File: config.mk
export PLATFORM = sky130hd
export DESIGN_NAME = senseedge_run_sequencer
export DESIGN_NICKNAME = d
export VERILOG_FILES = /design/src/rtl/senseedge_run_sequencer.sv
export SDC_FILE = /design/constraint.sdc
export NUM_CORES = 1
export LEC_CHECK = 0
export ABC_AREA = 1
export CORE_MARGIN = 3
export CORE_UTILIZATION = 35
export DETAILED_ROUTE_END_ITERATION = 8
export HOLD_SLACK_MARGIN = 0.1
export PLACE_DENSITY = 0.62
export RECOVER_POWER = 100
export SLEW_MARGIN = 20
export SYNTH_ARGS = -nofsm -noshare
export SYNTH_HDL_FRONTEND = slang
export SYNTH_SLANG_ARGS = --single-unit
File: constraint.sdc
create_clock -name wb_clk_i -period 2.15 [get_ports wb_clk_i]
set_input_delay 0.43 -clock wb_clk_i [delete_from_list [all_inputs] [get_ports wb_clk_i]]
set_output_delay 0.43 -clock wb_clk_i [all_outputs]
set_load 0.05 [all_outputs]
File: src/rtl/senseedge_run_sequencer.sv
// SenseEdge run sequencer: captures a decimated sample frame, launches FFT then NN
// with per-engine timeouts, latches the class and raises a sticky interrupt.
module senseedge_run_sequencer #(
    parameter int N_SAMPLES = 256,
    parameter int SAMPLE_W  = 16,
    parameter int AW        = $clog2(N_SAMPLES)
) (
    input  logic                wb_clk_i,
    input  logic                wb_rst_n_i,
    input  logic                cfg_enable_i,
    input  logic                cfg_continuous_i,
    input  logic                cfg_start_i,
    input  logic                cfg_abort_i,
    input  logic [7:0]          cfg_decimate_i,
    input  logic [15:0]         cfg_timeout_i,
    input  logic                smp_valid_i,
    input  logic [SAMPLE_W-1:0] smp_data_i,
    output logic                buf_we_o,
    output logic [AW-1:0]       buf_addr_o,
    output logic [SAMPLE_W-1:0] buf_wdata_o,
    output logic                fft_start_o,
    input  logic                fft_done_i,
    output logic                nn_start_o,
    input  logic                nn_done_i,
    input  logic [3:0]          nn_class_i,
    input  logic                irq_clr_i,
    output logic                busy_o,
    output logic [2:0]          state_o,
    output logic                result_valid_o,
    output logic [3:0]          result_class_o,
    output logic                err_o,
    output logic [1:0]          err_code_o,
    output logic                irq_o,
    output logic [15:0]         run_count_o
);

    typedef enum logic [2:0] {
        ST_IDLE    = 3'd0,
        ST_CAPTURE = 3'd1,
        ST_FFT     = 3'd2,
        ST_NN      = 3'd3,
        ST_DONE    = 3'd4,
        ST_ERROR   = 3'd5
    } state_t;

    localparam logic [AW:0] IDX_ONE = {{AW{1'b0}}, 1'b1};

    state_t                state_q, state_d;
    logic [AW:0]           idx_q, idx_d;
    logic [7:0]            dec_q, dec_d;
    logic [15:0]           tmr_q, tmr_d;
    logic                  tmo_en_q, tmo_en_d;
    logic                  buf_we_q, buf_we_d;
    logic [AW-1:0]         buf_addr_q, buf_addr_d;
    logic [SAMPLE_W-1:0]   buf_wdata_q, buf_wdata_d;
    logic                  fft_start_q, fft_start_d;
    logic                  nn_start_q, nn_start_d;
    logic                  busy_q, busy_d;
    logic                  res_valid_q, res_valid_d;
    logic [3:0]            res_class_q, res_class_d;
    logic                  err_q, err_d;
    logic [1:0]            err_code_q, err_code_d;
    logic                  irq_q, irq_d;
    logic [15:0]           run_cnt_q, run_cnt_d;

    logic abort;
    logic tmo_hit;
    logic enter;
    logic irq_set;

    assign abort   = cfg_abort_i | ~cfg_enable_i;
    assign tmo_hit = tmo_en_q && (tmr_q == 16'd0);
    assign enter   = (state_d != state_q);
    // idx_q[AW] marks a full frame; the last write is on the bus in that same cycle
    assign irq_set = ((state_q == ST_NN) && (state_d == ST_DONE)) ||
                     ((state_d == ST_ERROR) && (state_q != ST_ERROR));

    always_ff @(posedge wb_clk_i or negedge wb_rst_n_i) begin
        if (!wb_rst_n_i) begin
            state_q <= ST_IDLE;
        end else begin
            state_q <= state_d;
        end
    end

    always_comb begin
        state_d = state_q;
        if (abort) begin
            state_d = ST_IDLE;
        end else begin
            case (state_q)
                ST_IDLE:    if (cfg_start_i) state_d = ST_CAPTURE;
                ST_CAPTURE: if (idx_q[AW]) state_d = ST_FFT;
                ST_FFT: begin
                    if (fft_done_i)   state_d = ST_NN;
                    else if (tmo_hit) state_d = ST_ERROR;
                end
                ST_NN: begin
                    if (nn_done_i)    state_d = ST_DONE;
                    else if (tmo_hit) state_d = ST_ERROR;
                end
                ST_DONE:    state_d = cfg_continuous_i ? ST_CAPTURE : ST_IDLE;
                ST_ERROR:   state_d = ST_ERROR;
                default:    state_d = ST_IDLE;
            endcase
        end
    end

    always_comb begin
        buf_we_d    = 1'b0;
        buf_addr_d  = buf_addr_q;
        buf_wdata_d = buf_wdata_q;
        idx_d       = idx_q;
        dec_d       = dec_q;
        tmr_d       = tmr_q;
        tmo_en_d    = tmo_en_q;
        res_valid_d = res_valid_q;
        res_class_d = res_class_q;
        run_cnt_d   = run_cnt_q;
        err_d       = err_q;
        err_code_d  = err_code_q;

        if ((state_q == ST_CAPTURE) && smp_valid_i && !abort && !idx_q[AW]) begin
            if (dec_q == 8'd0) begin
                buf_we_d    = 1'b1;
                buf_addr_d  = idx_q[AW-1:0];
                buf_wdata_d = smp_data_i;
                idx_d       = idx_q + IDX_ONE;
                dec_d       = cfg_decimate_i;
            end else begin
                dec_d = dec_q - 8'd1;
            end
        end

        if (enter && (state_d == ST_CAPTURE)) begin
            idx_d = '0;
            dec_d = '0;
        end
        if ((state_q == ST_IDLE) && (state_d == ST_CAPTURE)) begin
            res_valid_d = 1'b0;
        end

        fft_start_d = (state_q == ST_CAPTURE) && (state_d == ST_FFT);
        nn_start_d  = (state_q == ST_FFT) && (state_d == ST_NN);

        // Each engine gets a fresh timer on entry; anywhere else it sits cleared
        if (enter && ((state_d == ST_FFT) || (state_d == ST_NN))) begin
            tmr_d    = cfg_timeout_i;
            tmo_en_d = (cfg_timeout_i != 16'd0);
        end else if (!enter && ((state_q == ST_FFT) || (state_q == ST_NN))) begin
            if (tmr_q != 16'd0) tmr_d = tmr_q - 16'd1;
        end else begin
            tmr_d    = '0;
            tmo_en_d = 1'b0;
        end

        if ((state_q == ST_NN) && (state_d == ST_DONE)) begin
            res_valid_d = 1'b1;
            res_class_d = nn_class_i;
            run_cnt_d   = run_cnt_q + 16'd1;
        end

        if ((state_d == ST_ERROR) && (state_q != ST_ERROR)) begin
            err_d      = 1'b1;
            err_code_d = (state_q == ST_FFT) ? 2'd1 : 2'd2;
        end
        if (abort) begin
            err_d      = 1'b0;
            err_code_d = 2'd0;
        end

        irq_d  = irq_set | (irq_q & ~irq_clr_i);
        busy_d = (state_d != ST_IDLE) && (state_d != ST_ERROR);
    end

    always_ff @(posedge wb_clk_i or negedge wb_rst_n_i) begin
        if (!wb_rst_n_i) begin
            idx_q       <= '0;
            dec_q       <= '0;
            tmr_q       <= '0;
            tmo_en_q    <= 1'b0;
            buf_we_q    <= 1'b0;
            buf_addr_q  <= '0;
            buf_wdata_q <= '0;
            fft_start_q <= 1'b0;
            nn_start_q  <= 1'b0;
            busy_q      <= 1'b0;
            res_valid_q <= 1'b0;
            res_class_q <= '0;
            err_q       <= 1'b0;
            err_code_q  <= '0;
            irq_q       <= 1'b0;
            run_cnt_q   <= '0;
        end else begin
            idx_q       <= idx_d;
            dec_q       <= dec_d;
            tmr_q       <= tmr_d;
            tmo_en_q    <= tmo_en_d;
            buf_we_q    <= buf_we_d;
            buf_addr_q  <= buf_addr_d;
            buf_wdata_q <= buf_wdata_d;
            fft_start_q <= fft_start_d;
            nn_start_q  <= nn_start_d;
            busy_q      <= busy_d;
            res_valid_q <= res_valid_d;
            res_class_q <= res_class_d;
            err_q       <= err_d;
            err_code_q  <= err_code_d;
            irq_q       <= irq_d;
            run_cnt_q   <= run_cnt_d;
        end
    end

    assign buf_we_o       = buf_we_q;
    assign buf_addr_o     = buf_addr_q;
    assign buf_wdata_o    = buf_wdata_q;
    assign fft_start_o    = fft_start_q;
    assign nn_start_o     = nn_start_q;
    assign busy_o         = busy_q;
    assign state_o        = state_q;
    assign result_valid_o = res_valid_q;
    assign result_class_o = res_class_q;
    assign err_o          = err_q;
    assign err_code_o     = err_code_q;
    assign irq_o          = irq_q;
    assign run_count_o    = run_cnt_q;

endmodule

==> impl_metrics.yaml, run 1 <==
drt:
  detail_route.wl_per_cell_um: 13.7
  dr.pass1.iters: 5
  via_count: 4510
  drcViolationCount: 0
  first_iter_violations: 245
  ant_nets: 0
  avgViaCountPerCell: 4.80
  routed_wl_mm: 12.9
run_status:
  status: "finished clean"
grt:
  track_usage: 0.176
  first_global_vias: 4439
  grt_max_degree: 41
  grt_pass1_wl_mm: 20.8
  overflow: 0
  antenna_found_initial: 0
place:
  gp_congestion: 0.904
  dpl_cell_area_mm2: 0.00643
  dp_cells: 903
  io_buffers: 109
  pre_cts_slack_ns: -0.211
  dp.final_hpwl_mm: 9.43
timing:
  fin_skew_ns: 0.00672
  clock.fmax_mhz: 474
  fin_hold_ws_ns: 0.473
  timing.final.ws_setup_ns: 0.0412
  fin_crit_ns: 2.11
  period_share: 0.981
  rsz0062_at_grt: "yes"
  tightest_slew_ns: 1.02
  setup_viol_count_final: 0
  timing.slew.headroom: 0.322
  hold_violations: 0
  slew_violations: 0
clock_network:
  cts.htree.levels: 3
  cts_tree: "done"
  cts-buffers-inserted: 9
  cts_max_path_buffers: 2
  clk_latency_ns: 0.35
  clock-sinks: 90
  root_buffer: "clkbuf_16"
  clk_pin_slew_ns: 0.07
finish:
  antenna_cells: 0
  syn_to_final_growth_pct: 51.3
  fin_nets: 822
  drive_above_1_share: 0.222
  final_cells: 939
  fin_util: 0.554
  final_area_mm2: 0.00714
logic_synthesis:
  synth-edff-count: 0
  synth_cell_types: 35
  synth_cells: 575
  synth_seq_cells: 90
  yosysSeqAreaShare: 0.478
  ys_top_cells_by_area: "dfrtp_1 (48%), nand2_1 (13%), inv_1 (4.0%)"
  yosys-top-cells-count: "nand2_1 (167), dfrtp_1 (90), inv_1 (50)"
  syn_area_mm2: 0.00472
  yosysTopAreaCell: "dfrtp_1"
  ys.flop_type: "dfrtp_1"
  synthesis.nets: 635
  yosysWarnings: 0
  async_flop_share: 1.00
  synth_top_area_frac: 0.478
  post-synth-top-count-cell: "nand2_1"
  syn_area_per_cell_um2: 8.20
run:
  maxCapViolCount: 0
floorplan:
  start_util: 0.366
  rows: 41
  die_w_um: 122
  io_pins: 110
  die_area_mm2: 0.0149
  die_h_um: 122
  core_area_mm2: 0.0129
critical_path:
  worstPathRequired_ns: 2.42
  slowest_delay_ns: 0.39
  cp_max_fo: 5
  ff2ff_setup_slack_ns: 0.04
  path_class: "flip-flop to flip-flop"
  crit_top_cell: "nand2_2"
  crit_path_cell_trace: "inv_2 -> ha_4 -> nand2_2 -> nor2_4 -> nand3_2 -> nand2_2 -> nand2_2 -> nand2_2 -> nand2_2 -> buf_6 -> nor2_4 -> buf_8 -> inv_6 -> nor3_4 -> xor2_1"
  slowest_stage: "dfrtp_1"
  crit_arrival_ns: 2.38
  crit_family: "simple AND/OR/NAND/NOR gates"
  cp-start-kind: "flip-flop"
  cp_num_buf_inv: 4
  end_kind: "flip-flop"
power:
  power.density_mw_per_mm2: 587
  ir_worst_vdd_uv: 394
  p_leak_nw: 3.43
worst_hold_path:
  hold_path.class: "flip-flop to flip-flop"
==> layer usage <==
metal  GRT usage  vias up  routed length [µm]
met2       0.279      106                6130
met5           0        -                   0
met4      0.0595        0                 180
met3      0.0390       14                 682
met1       0.238     2137                5910
li1            -     2253                   -
==> worst paths after layout <==
kind | start | end | depth (start not counted)
hold reg to reg | buf_addr_o[2] | buf_addr_o[2] | 2
max in group asynchronous | wb_rst_n_i | buf_wdata_o[4] | 3
min in group asynchronous | wb_rst_n_i | dec_q[0] | 2
setup reg to reg | tmr_q[1] | run_count_o[4] | 15
hold / removal | buf_addr_o[2] | buf_addr_o[2] | 2
setup / recovery | tmr_q[1] | run_count_o[4] | 15
==> per-stage QoR <==
stage / power (mW) / TNS (ns)
floorplan: 2.39 / 0
global placement: 2.70 / -6.05
detailed placement: 2.72 / -7.61
CTS: 4.21 / 0
global route: 4.43 / -2.73
finish: 4.19 / 0
==> state kept, by name, summed over array words and instances, names as in the netlist, 2 cells and up <==
register	flops
buf_addr_o	8
buf_wdata_o	16
dec_q	8
err_code_o	2
idx_q	9
result_class_o	4
run_count_o	16
state_o	3
tmr_q	16
==> cell type report <==
cell class / instances / area, µm²
fill: 1202 / 5740
multi-input combinational: 411 / 2330
sequential: 90 / 2260
timing repair buffer: 196 / 1850
clock buffer: 11 / 233
tap: 172 / 215
inverter: 54 / 211
clock inverter: 5 / 38.8
==> timing repair <==
action	in CTS	in global routing
pin swaps	1	22
setup buffers	0	16
gates cloned	0	3
gates resized for setup	9	63
hold buffers	1	0
setup endpoints to repair	49	57
endpoints found under the hold margin	36	0
==> power breakdown <==
part / internal [mW] / switching, mW
Clock: 0.793 / 0.675
Sequential: 1.80 / 0.0811
Combinational: 0.371 / 0.473
==> worst register-to-register path: cells and delay by family (launching register included) <==
family	cells	cell delay (ns)
adders and majority gates	1	0.15
and+or+nand+nor	9	0.96
xor gates and xnor gates	1	0.15
buffers and inverters	4	0.40
DFF	1	0.39
==> kinds of logic after synthesis <==
kind of cell | synth area share
xor+xnor | 0.0613
simple gates | 0.309
flops | 0.478
compound gates | 0.0658
buf+inv | 0.0703
fa+ha+maj | 0.0159
==> layout by cell type, fill, tap and decap left out, drive strengths merged <==
master and instances:
clkbuf 18, ha 6, nand3b 1, buf 82
o31ai 1, nor3 17, xnor2 13, nand3 33
clkinv 3, dlygate4sd2 1, o22ai 2, xor2 20
nor3b 3, o211ai 4, inv 54, nand2 175
nor4 9, nand4 27, a21boi 1, o21ai 23
dfrtp 90, clkdlybuf4s50 105, clkinvlp 2, dlygate4sd3 1
a31oi 1, nor2 51, a21oi 24
(Power assumes the default switching activity.)
==> run 2, diff against run 1 <==
Settings changed: CORE_MARGIN 3 to 5.
==> impl_metrics.yaml, run 2 (synthesized netlist as in run 1, its figures left out) <==
run_status:
  status: "finished clean"
finish:
  fin_nets: 824
  nFillCells: 1276
  layout_common_cells: "nand2_1 (155), clkdlybuf4s50_1 (107), dfrtp_1 (87)"
  drive_above_1_share: 0.226
  antenna_cells: 0
  syn_to_final_growth_pct: 51.4
  final_common_cell: "nand2_1"
  final_area_mm2: 0.00714
drt:
  ant_nets: 0
  via_count: 4487
  first_iter_violations: 302
  routed_wl_mm: 12.7
  wl_met1_mm: 5.77
  dr.pass1.iters: 5
  dr.max_layer_used: "met4"
  drcViolationCount: 0
  wl_met3_um: 608
  dr_wl_met2_mm: 6.13
  avgViaCountPerCell: 4.75
  detail_route.wl_per_cell_um: 13.5
timing:
  rsz0062_at_grt: "yes"
  fin_skew_ns: 0.00543
  setup_viol_count_final: 0
  timing.slew.headroom: 0.561
  fin_crit_ns: 2.13
  hold_violations: 0
  tightest_slew_ns: 0.658
  timing.final.ws_setup_ns: 0.0202
  slew_violations: 0
  setup-tns-final_ns: 0
  period_share: 0.991
  clock.fmax_mhz: 470
place:
  pre_cts_slack_ns: -0.264
  dp.final_hpwl_mm: 9.44
  gp_congestion: 0.900
  io_buffers: 109
  dpl_cell_area_mm2: 0.00644
clock_network:
  cts-buffers-inserted: 9
  clk_pin_slew_ns: 0.07
  root_buffer: "clkbuf_16"
  cts_tree: "done"
  cts_max_path_buffers: 2
  cts.htree.levels: 3
  clk_latency_ns: 0.35
  clock-sinks: 90
floorplan:
  core_area_mm2: 0.0132
  start_util: 0.356
  io_pins: 110
  die_w_um: 126
  die_area_mm2: 0.0159
  die_h_um: 126
  rows: 42
critical_path:
  startpoint: "state_o[0]"
  end_kind: "flip-flop"
  crit_arrival_ns: 2.37
  cp-start-kind: "flip-flop"
  critPathCapture: "idx_q[0]"
  rr_startpoint: "state_o[0]"
  cp_max_fo: 5
  r2r-end: "idx_q[0]"
  reg2regPathDepth: 12
  path_class: "flip-flop to flip-flop"
  worstPathRequired_ns: 2.39
  ff2ff_setup_slack_ns: 0.02
grt:
  track_usage: 0.161
  grt_max_degree: 42
  overflow: 0
  antenna_found_initial: 0
  first_global_vias: 4449
  grt_pass1_wl_mm: 21.2
power:
  power.density_mw_per_mm2: 586
  ir_worst_vdd_uv: 333
  p_leak_nw: 3.44
worst_hold_path:
  hold_path.class: "flip-flop to flip-flop"
run:
  maxCapViolCount: 0
run 2: worst min path at each step:
stage | start | end | slack (ns) | cells past startpoint
final | buf_wdata_o[6] | buf_wdata_o[6] | 0.47 | 2
after global routing | buf_wdata_o[12] | buf_wdata_o[12] | 0.49 | 2
after CTS | result_class_o[0] | result_class_o[0] | 0.47 | 2
after detailed placement | wb_rst_n_i | tmr_q[6] | 0.36 | 1
after global placement | wb_rst_n_i | tmr_q[6] | 0.37 | 1
after floorplan | wb_rst_n_i | buf_addr_o[0] | 0.13 | 0
run 2: final cells by class:
cell class	instances	area, µm²	area share
clock buffer	9	225	0.0315
clock inverter	7	51.3	0.00718
inverter	54	206	0.0289
multi-input combinational	411	2320	0.325
sequential	90	2260	0.316
tap	176	220	0.0308
timing repair buffer	198	1860	0.260
run 2: what timing repair did:
item / CTS / global route
gates cloned: 0 / 1
buffers inserted: 12 / 12
hold endpoints to repair: 23 / 0
pin swaps: 7 / 25
resized for setup: 10 / 53
setup endpoints to repair: 40 / 48
hold buffers: 1 / 0
run 2: critical path, cell delays in order (launching register included):
cell            delay, ns
dfrtp_2              0.43
dlymetal6s2s_1       0.20
nand3_1              0.13
o211ai_1             0.12
nand2_2              0.11
nand2_4              0.08
buf_4                0.13
buf_4                0.12
buf_4                0.13
nor3_4               0.14
a21boi_4             0.22
buf_4                0.16
nor3b_2              0.05
run 2: layer usage:
metal  vias to the layer above  global-route usage
li1                       2249                   -
met2                       110               0.261
met3                        19              0.0364
met4                         0              0.0568
met5                         -                   0
met1                      2109               0.211
run 2: per-stage QoR:
step / std cells / total power, mW / hold slack [ns] / util
finish: 945 / 4.19 / 0.471 / 0.539
global route: 945 / 4.42 / 0.490 / 0.539
CTS: 932 / 4.22 / 0.475 / 0.518
detailed placement: 903 / 2.72 / 0.364 / 0.487
global placement: 903 / 2.70 / 0.370 / 0.487
floorplan: 575 / 2.39 / 0.134 / -
run 2: power breakdown:
group          leakage, nW  switching (mW)  internal, mW
logic                 2.10           0.473         0.368
clock network        0.132           0.682         0.789
registers             1.21          0.0788          1.80
